### config.mk
export PLATFORM = sky130hd
export DESIGN_NAME = debounce_sync
export DESIGN_NICKNAME = d
export VERILOG_FILES = /design/src/rtl/debounce_sync.sv
export SDC_FILE = /design/constraint.sdc
export NUM_CORES = 1
export LEC_CHECK = 0
export BUFFER_PORTS_ARGS = -buffer_cell sky130_fd_sc_hd__buf_2
export CAP_MARGIN = 10
export CORE_AREA = 4 4 41 43
export DETAILED_ROUTE_END_ITERATION = 8
export DIE_AREA = 0 0 45 47
export SLEW_MARGIN = 20
export SYNTH_ARGS = -nofsm -noshare
export SYNTH_HDL_FRONTEND = slang
export SYNTH_SLANG_ARGS = --single-unit
export TNS_END_PERCENT = 1
### constraint.sdc
create_clock -name clk -period 3.6 [get_ports clk]
set_input_delay 0.72 -clock clk [delete_from_list [all_inputs] [get_ports clk]]
set_output_delay 0.72 -clock clk [all_outputs]
set_load 0.05 [all_outputs]
### src/rtl/debounce_sync.sv
// debounce_sync: synchroniser + stability-counter debouncer with rise pulse and optional fall pulse (DEBOUNCE_FALL_PULSE_EN)
module debounce_sync #(
  parameter int SYNC_STAGES   = 2,
  parameter int STABLE_CYCLES = 16,
  parameter int CNT_W         = 5
) (
  input  logic clk,
  input  logic rst,
  input  logic btn_in,
  output logic d_clean,
  output logic rise_pulse,
`ifdef DEBOUNCE_FALL_PULSE_EN
  output logic fall_pulse,
`endif
  output logic busy
);
  typedef enum logic [1:0] {IDLE_LOW, WAIT_HIGH, IDLE_HIGH, WAIT_LOW} state_t;
  localparam logic [CNT_W-1:0] LAST = CNT_W'(STABLE_CYCLES - 1);
  state_t state_q, state_d;
  logic [SYNC_STAGES-1:0] sync_q, sync_d;
  logic [CNT_W-1:0] cnt_q, cnt_d;
  logic d_clean_q, d_clean_d, rise_q, rise_d, busy_q, busy_d;
  logic s, lvl, waiting, chg, flip;
`ifdef DEBOUNCE_FALL_PULSE_EN
  logic fall_q, fall_d;
`endif
  always_comb begin
    sync_d    = {sync_q[SYNC_STAGES-2:0], btn_in};
    s         = sync_q[SYNC_STAGES-1];
    lvl       = (state_q == IDLE_HIGH) || (state_q == WAIT_LOW);
    waiting   = (state_q == WAIT_HIGH) || (state_q == WAIT_LOW);
    chg       = s != lvl;
    flip      = chg && (waiting ? (cnt_q == LAST) : (STABLE_CYCLES == 1));
    state_d   = flip ? (lvl ? IDLE_LOW : IDLE_HIGH) :
                chg  ? (lvl ? WAIT_LOW : WAIT_HIGH) :
                       (lvl ? IDLE_HIGH : IDLE_LOW);
    cnt_d     = (flip || !chg) ? '0 : cnt_q + CNT_W'(1);
    d_clean_d = flip ? !lvl : lvl;
    rise_d    = flip && !lvl;
    busy_d    = chg && !flip;
`ifdef DEBOUNCE_FALL_PULSE_EN
    fall_d    = flip && lvl;
`endif
  end
  always_ff @(posedge clk) begin
    if (rst) begin
      state_q   <= IDLE_LOW;
      sync_q    <= '0;
      cnt_q     <= '0;
      d_clean_q <= 1'b0;
      rise_q    <= 1'b0;
      busy_q    <= 1'b0;
`ifdef DEBOUNCE_FALL_PULSE_EN
      fall_q    <= 1'b0;
`endif
    end else begin
      state_q   <= state_d;
      sync_q    <= sync_d;
      cnt_q     <= cnt_d;
      d_clean_q <= d_clean_d;
      rise_q    <= rise_d;
      busy_q    <= busy_d;
`ifdef DEBOUNCE_FALL_PULSE_EN
      fall_q    <= fall_d;
`endif
    end
  end
  assign d_clean    = d_clean_q;
  assign rise_pulse = rise_q;
  assign busy       = busy_q;
`ifdef DEBOUNCE_FALL_PULSE_EN
  assign fall_pulse = fall_q;
`endif
endmodule
==> flow_summary.json, run 1 <==
{
  "outcome": "finished, final reports clean",
  "synth_compound_area_share_pct": 0,
  "fin_worst_skew_ns": 0.000237,
  "fin_crit_sh_pct": 45.7,
  "firstDrtPassIters": 2,
  "crit_family": "simple AND/OR/NAND/NOR gates",
  "syn_area_um2": 382,
  "first_iter_violations": 3,
  "diodes": 0,
  "synth.distinct_cells": 14,
  "num_vias": 225,
  "cts_buffer_depth": 2,
  "top_layer": "met4",
  "synth_fa_ha_area_share_pct": 9.84,
  "die_h_um": 47,
  "initial_core_util_pct": 29.3,
  "wl_met1_um": 192,
  "total_power_uw": 210,
  "powerDensity_mw_per_mm2": 476,
  "synth_warnings": 0,
  "setup_viol": 0,
  "gp_congestion": 0.681,
  "netlist_instances": 36,
  "rows": 13,
  "cp.required_ns": 3.81,
  "synth_top_family_by_area": "simple AND/OR/NAND/NOR gates",
  "cts-root-buf": "clkbuf_4",
  "power_leakage_uw": 0.000205,
  "crit_chain": "ha_1, and3_1, ha_1, nand2_1, or3b_1, inv_2, and2_1",
  "syn2layout_area_growth_pct": 15.7,
  "muxShareOfSynthArea_pct": 0,
  "fmax_mhz": 607,
  "fin_util_pct": 33.9,
  "mostFrequentLayoutCells": "11 x dfxtp_1, 6 x nor2_1, 5 x buf_2",
  "crit_slowest_cell": "or3b_1",
  "final_common_cell": "dfxtp_1",
  "final_area_um2": 442,
  "wl_met2_um": 181,
  "yosys_register_bits": 11,
  "startpoint_type": "flop",
  "syn_nets": 42,
  "holdWs_ns": 0.441,
  "synth-xor-area-share_pct": 6.89,
  "critical_path.most_common_cell": "ha_1",
  "period_needed_ns": 1.65,
  "place_area_um2": 414,
  "critPathKind": "flop to flop",
  "die_area_mm2": 0.00212,
  "dpl.hpwl_um": 326,
  "grt_setup_unrepaired": "false",
  "min_path_type": "flop to flop",
  "tns_ns": 0,
  "drt_wl_total_um": 425,
  "cts_max_level": 1,
  "ios": 6,
  "vias_per_cell": 3.81,
  "clk_latency_ns": 0.26,
  "wl_per_cell_um": 7.20,
  "hold_violations": 0,
  "cts_tree": "done",
  "worstPathMaxFanout": 6,
  "synth-seq-area-share_pct": 57.7,
  "final_antenna_net_count": 0,
  "cts.clk_slew.worst_paths_ns": 0.07,
  "portBuffers": 5,
  "cpPeakStageDelay_ns": 0.46,
  "ctsResizeCount": 0,
  "grt_max_degree": 8,
  "route.detailed.drc": 0,
  "grt_use_total_pct": 5.87,
  "relSlewSlack_pct": 83.6,
  "grt_pass1_wl_um": 828,
  "tightest_slew_ns": 0.247,
  "wl_met3_um": 47,
  "die_w_um": 45,
  "arrival_ns": 1.86,
  "final_max_slew_viol_count": 0,
  "yosys.area_share.simple_pct": 18.7,
  "nets": 51,
  "critPathCaptureType": "flop",
  "vdd_drop_max_v": 0.000274,
  "cts_buffers": 3,
  "clock-sinks": 11,
  "gr-total-overflow": 0,
  "core_mm2": 0.00130,
  "antenna_found_initial": 0,
  "path_buf_inv": 1,
  "grt_pass1_vias": 209,
  "synth_area_per_cell_um2": 10.6,
  "postCtsSetupRepairBufs": 0,
  "drive_gt1_share_pct": 22.7,
  "maxCapViolCount": 0,
  "ctsHoldBuffers": 0
}
## per-layer routing
metal | vias to the layer above | track usage (%)
li1 | 127 | -
met2 | 6 | 7.63
met4 | 0 | 1.75
met5 | - | 0
met1 | 90 | 6.68
met3 | 2 | 5.75
## metrics by stage
step,instances,setup WS (ns)
2_1_floorplan,36,2.04
3_3_place_gp,55,2.00
3_5_place_dp,55,1.95
4_1_cts,59,1.94
5_1_grt,59,1.85
6_report,59,1.95
## report_power, final
part / internal (uW) / switching (uW)
combinational: 2.19 / 3.12
clock: 41.1 / 39.8
sequential: 124 / 0.637
## registers in the layout, summed over array words and instances, names as in the netlist
name	count
cnt_q	5
state_q	2
busy	1
rise_pulse	1
sync_q	2
## cells in the mapped netlist, drive strengths merged
master | number | area [um^2]
inv | 4 | 15.0
nor2b | 3 | 18.8
xor2 | 1 | 8.76
ha | 3 | 37.5
buf | 1 | 11.3
dfxtp | 11 | 220
nand3 | 1 | 5.00
and2 | 1 | 6.26
xnor2 | 2 | 17.5
nor2 | 6 | 22.5
and3 | 1 | 6.26
nand2 | 1 | 3.75
or3b | 1 | 8.76
## layout make-up
class	count	area (um^2)
clock buffer	3	22.5
clock inverter	1	5.00
fill	132	860
inverter	4	15.0
multi-input combinational	20	135
sequential	11	220
tap	15	18.8
timing repair buffer	5	25.0
## kinds of logic after synthesis
kind of cell | Yosys count
xor+xnor | 3
fa+ha+maj | 3
simple gates | 14
flops | 11
buf+inv | 5
## worst paths after layout
kind	slack, ns	depth (start not counted)	end	startpoint
setup / recovery	1.95	7	cnt_q[1]	cnt_q[0]
hold / removal	0.44	1	sync_q[1]	sync_q[0]
setup reg to reg	1.95	7	cnt_q[1]	cnt_q[0]
hold reg to reg	0.44	1	sync_q[1]	sync_q[0]
Power figures use the tool's default switching activity.
==> run 2, diff against run 1 <==
clock period = 1.4 ns   (was 3.6 ns; I/O delays follow)
==> run 2 against run 1 <==
  * The flow now finishes with violations (setup timing)
  * Setup slack lost 2.1 ns
  * Largest power group unchanged
  * Die area is the same
  * Total power increased to 2.6 times the previous value
  * Count of clock-buffer cells in the layout stayed put
  * Fmax rose by 9.2%
  * Non-clock buffer count rose by 7
  * Largest cell class unchanged
  * Clock power grew to 2.6 times the previous value
  * Final area grew 22%
  * Hold slack got worse by 0.22 ns
==> flow_summary.json, run 2 (synthesized netlist as in run 1, its figures left out) <==
{
  "regToRegStartpoint": "cnt_q[0]",
  "core_mm2": 0.00130,
  "fin_worst_skew_ns": 0.00369,
  "wl_per_cell_um": 8.09,
  "grt_use_total_pct": 7.09,
  "r2r_slack_ns": -0.11,
  "cts.clk_slew.worst_paths_ns": 0.07,
  "arrival_ns": 1.72,
  "top_register": "cnt_q",
  "gp_congestion": 0.613,
  "hold_violations": 0,
  "tightest_slew_ns": 0.233,
  "vdd_drop_max_v": 0.000698,
  "relSlewSlack_pct": 84.3,
  "holdWs_ns": 0.224,
  "stdcell_count": 66,
  "final_common_cell": "dfxtp_1",
  "cp.required_ns": 1.61,
  "grt_setup_unrepaired": "true",
  "die_w_um": 45,
  "num_vias": 249,
  "cts_buffer_depth": 2,
  "clk_latency_ns": 0.26,
  "dpl.cell_count": 60,
  "final_max_slew_viol_count": 0,
  "cts_max_level": 1,
  "drt_wl_total_um": 534,
  "maxCapViolCount": 0,
  "nets": 58,
  "failed_checks": "setup timing",
  "largestRegisters": "cnt_q (5), state_q (2), sync_q (2)",
  "reg2reg_to": "cnt_q[1]",
  "diodes": 0,
  "fmax_mhz": 663,
  "setup_viol": 6,
  "worstPathMaxFanout": 6,
  "worst_slack_ns": -0.108,
  "grt_pass1_wl_um": 1040,
  "grt_pass1_vias": 253,
  "critPathKind": "flop to flop",
  "antenna_found_initial": 0,
  "grt_max_degree": 8,
  "period_needed_ns": 1.51,
  "firstDrtPassIters": 1,
  "ios": 6,
  "seq_area_um2": 224,
  "die_h_um": 47,
  "outcome": "finished with violations",
  "cts-root-buf": "clkbuf_4",
  "vias_per_cell": 3.77,
  "endpoint": "cnt_q[1]",
  "num-fill-cells": 138,
  "powerDensity_mw_per_mm2": 1010,
  "critPathLaunch": "cnt_q[0]",
  "fin_crit_sh_pct": 108,
  "portBuffers": 5,
  "largest_reg_flops": 5,
  "gr-total-overflow": 0,
  "mostFrequentLayoutCells": "8 x dfxtp_1, 7 x buf_4, 5 x nor2_1, 5 x buf_2",
  "dpl.hpwl_um": 431,
  "cts_buffers": 3,
  "ctsHoldBuffers": 0,
  "final_antenna_net_count": 0,
  "drive_gt1_share_pct": 52.9,
  "multi_input_area_um2": 175,
  "rows": 13,
  "first_iter_violations": 0,
  "syn2layout_area_growth_pct": 41.0,
  "die_area_mm2": 0.00212,
  "clock-sinks": 11,
  "min_path_type": "input pin to flop",
  "power_leakage_uw": 0.000242,
  "ff2ff_path_depth": 7,
  "cts_tree": "done",
  "startpoint_type": "flop",
  "route.detailed.drc": 0,
  "initial_core_util_pct": 29.3,
  "critPathCaptureType": "flop"
}
-- run 2: cell count changes in the layout (fill, tap and decap cells not counted), moves of 2 or more --
cell	before	now
dfxtp_1	11	8
ha_1	3	1
dfxtp_2	0	3
ha_4	0	2
buf_4	0	7
-- run 2: where the power goes --
part / total [uW] / internal (uW) / switching [uW]
clock: 207 / 105 / 102
sequential: 320 / 318 / 2.02
combinational: 17.6 / 8.34 / 9.31
-- run 2: metrics by stage --
stage / util [%] / instance area, um^2 / total power, uW / setup WS, ns / TNS [ns]
after floorplan: - / 418 / 337 / -0.0809 / -0.172
after global placement: 37.5 / 488 / 342 / -0.144 / -0.473
after detailed placement: 37.5 / 488 / 343 / -0.170 / -0.680
after CTS: 40.0 / 520 / 552 / -0.116 / -0.282
after global routing: 41.3 / 538 / 585 / -0.178 / -0.812
final: 41.3 / 538 / 545 / -0.108 / -0.262
-- run 2: what timing repair did --
item	in CTS	in global routing
endpoints found under the setup margin	8	9
pin swaps	3	2
gates resized for setup	2	1
buffers inserted	0	2
-- run 2: layer usage --
| layer | wire length [um] | track usage (%) |
|---|---|---|
| met3 | 46 | 4.60 |
| met1 | 233 | 9.09 |
| met2 | 254 | 9.89 |
| met5 | 0 | 0 |
| met4 | 0 | 1.75 |
-- run 2: cell type report --
type	instances	area share (%)
Clock buffer	3	4.19
Clock inverter	1	0.930
Inverter	4	2.79
Multi-Input combinational cell	20	32.6
Sequential cell	11	41.6
Tap cell	15	3.49
Timing Repair Buffer	12	14.4
-- run 2: worst min path at each step --
stage / start / endpoint / slack (ns) / cells past startpoint
after floorplan: rst / state_q[1] / 0.34 / 1
after global placement: sync_q[0] / sync_q[1] / 0.42 / 1
after detailed placement: sync_q[0] / sync_q[1] / 0.42 / 1
after CTS: rst / state_q[1] / 0.22 / 2
after global routing: rst / state_q[1] / 0.23 / 2
final: rst / state_q[1] / 0.22 / 2
-- run 2: critical path, stage by stage (launching register included) --
cell and delay [ns]:
dfxtp_2 0.34, ha_4 0.15, and3_4 0.15, ha_4 0.15, nand2_2 0.05, or3b_4 0.42
inv_2 0.08, and2_4 0.12
==> run 3, diff against run 2 <==
ABC_AREA = 1   (was default)
GPL_ROUTABILITY_DRIVEN = 0   (was default)
PLACE_DENSITY = 0.63   (was default)
==> run 3 against run 2 <==
  * The flow now finishes without violations
  * Area after synthesis grew 9.8%
  * Critical path depth rose by 1
  * Routed wire length up 15%
  * Setup slack improved by 0.16 ns
  * Clock skew up 0.0066 ns
  * Sequential power about the same
  * Global-route usage up 0.52 points
  * Non-clock buffer count decreased by 1
  * Sequential cell count did not move
  * Hold slack got worse by 0.0085 ns
  * Critical path type unchanged
  * Critical endpoint is now state_q[1]
  * Highest routed layer is now met4
==> flow_summary.json, run 3 <==
{
  "top_register": "cnt_q",
  "dpl.hpwl_um": 477,
  "fin_worst_skew_ns": 0.0103,
  "synth_warnings": 0,
  "ys_top_cells_by_count": "11 x dfxtp_1, 9 x inv_1, 8 x nor2_1, 6 x nand2_1, 3 x ha_1",
  "setup_viol": 0,
  "synth-seq-area-share_pct": 52.5,
  "nets": 69,
  "gr-total-overflow": 0,
  "mostFrequentLayoutCells": "9 x inv_1, 9 x dfxtp_1, 7 x nor2_1",
  "tightest_slew_ns": 0.250,
  "final_area_um2": 564,
  "cp.required_ns": 1.61,
  "synth_edf_count": 0,
  "whs_path_depth": 3,
  "grt_use_total_pct": 7.61,
  "dp_slack_ns": -0.0421,
  "drt_wl_total_um": 615,
  "core_mm2": 0.00130,
  "synth.most_common_cell": "dfxtp_1",
  "portBuffers": 5,
  "yosys_register_bits": 11,
  "holdCritStartpoint": "btn_in",
  "power_leakage_uw": 0.000263,
  "cts_tree": "done",
  "first_iter_violations": 2,
  "route.detailed.drc": 0,
  "min_path_type": "input pin to flop",
  "largestRegisters": "cnt_q (5), state_q (2), sync_q (2)",
  "reg2reg_to": "state_q[1]",
  "critPathCaptureType": "flop",
  "clk_latency_ns": 0.26,
  "maxCapViolCount": 0,
  "critPathKind": "flop to flop",
  "ff2ff_path_depth": 8,
  "fin_crit_sh_pct": 96.2,
  "async_reset_ff_share_pct": 0,
  "tns_ns": 0,
  "fmax_mhz": 743,
  "syn_area_um2": 419,
  "firstDrtPassIters": 2,
  "grt_pass1_vias": 290,
  "worstPathMaxFanout": 2,
  "netlist_instances": 47,
  "synth_area_per_cell_um2": 8.92,
  "syn2layout_area_growth_pct": 34.6,
  "place_area_um2": 507,
  "vias_per_cell": 3.97,
  "startpoint_type": "flop",
  "syn_nets": 53,
  "grt_setup_unrepaired": "true",
  "grt_pass1_wl_um": 1120,
  "drive_gt1_share_pct": 46.8,
  "cts_max_level": 1,
  "worst_slack_ns": 0.0534,
  "yosysTopAreaCellShare_pct": 52.5,
  "grt_max_degree": 8,
  "final_max_slew_viol_count": 0,
  "wl_per_cell_um": 7.99,
  "antenna_found_initial": 0,
  "synth_area_leaders": "dfxtp_1 53%, ha_1 9.0%, inv_1 8.1%",
  "powerDensity_mw_per_mm2": 981,
  "period_needed_ns": 1.35,
  "synth_top_area_cell": "dfxtp_1",
  "synth.distinct_cells": 14,
  "vdd_drop_max_v": 0.000543,
  "cts.clk_slew.worst_paths_ns": 0.08,
  "num_vias": 306,
  "largest_reg_flops": 5,
  "cts_buffer_depth": 2,
  "clock-sinks": 11,
  "ios": 6,
  "rows": 13,
  "final_antenna_net_count": 0,
  "holdPathEnd": "sync_q[0]",
  "r2r_slack_ns": 0.05,
  "total_power_uw": 553,
  "die_h_um": 47,
  "cts_buffers": 3,
  "ys_dominant_reg_cell": "dfxtp_1",
  "relSlewSlack_pct": 83.5,
  "outcome": "finished, final reports clean",
  "hold_violations": 0,
  "regToRegStartpoint": "cnt_q[0]",
  "diodes": 0,
  "initial_core_util_pct": 32.2,
  "holdWs_ns": 0.215,
  "cts-root-buf": "clkbuf_4",
  "die_area_mm2": 0.00212,
  "die_w_um": 45,
  "arrival_ns": 1.56
}
run 3: worst max-delay path by stage:
stage               startpoint         end  slack, ns  depth (start not counted)
floorplan             cnt_q[1]  state_q[1]      0.006                          8
global placement      cnt_q[1]  state_q[1]     -0.007                          8
detailed placement    cnt_q[1]  state_q[1]      -0.04                          8
CTS                   cnt_q[1]  state_q[1]      0.004                          8
global route          cnt_q[0]  state_q[1]      -0.02                          8
finish                cnt_q[0]  state_q[1]       0.05                          8
run 3: cell families (layout without fill, tap and decap cells):
group,after synthesis,after routing,share of synthesized area (%)
compound gates,2,2,5.07
xor+xnor,1,1,2.09
fa+ha+maj,3,3,8.96
buf+inv,10,25,8.95
flops,11,11,52.5
simple gates,20,20,22.4
run 3: critical path: stages (launching register included):
cell and delay [ns]:
dfxtp_2 0.35, ha_4 0.14, nand2_2 0.04, nor2_2 0.10, ha_2 0.18, nand2_2 0.05, a21oi_2 0.11, ha_1 0.24
nor2_1 0.08
run 3: layer usage:
metal | GRT usage [%] | vias to the layer above | share of wire (%)
met5 | 0 | - | 0
met4 | 7.02 | 0 | 3.7
li1 | - | 169 | -
met2 | 11.0 | 3 | 45
met3 | 2.68 | 2 | 2.8
met1 | 8.72 | 132 | 48
run 3: cell type report:
class / count / area [um^2]
clock buffers: 3 / 22.5
repair buffers: 11 / 70.1
inverters: 10 / 37.5
well taps: 15 / 18.8
clock inverters: 1 / 5.00
multi-input cells: 26 / 188
flip-flops and latches: 11 / 223
fillers: 148 / 737
run 3: where the power goes:
| group | switching (uW) | internal, uW | total [uW] |
|---|---|---|---|
| Combinational | 13.7 | 9.00 | 22.7 |
| Clock | 104 | 105 | 210 |
| Sequential | 2.85 | 318 | 321 |
| Total | 121 | 432 | 553 |
run 3: metrics by stage:
| stage | cells | utilization [%] |
|---|---|---|
| final | 77 | 43.4 |
| after global routing | 77 | 43.4 |
| after CTS | 76 | 41.4 |
| after detailed placement | 72 | 38.9 |
| after global placement | 72 | 38.9 |
| after floorplan | 47 | - |
run 3: repair_timing:
item	in CTS	in global routing
gates resized for setup	2	4
pin swaps	0	5
gates cloned	0	0
buffers inserted	0	1
endpoints found under the setup margin	1	2
hold buffers	0	0
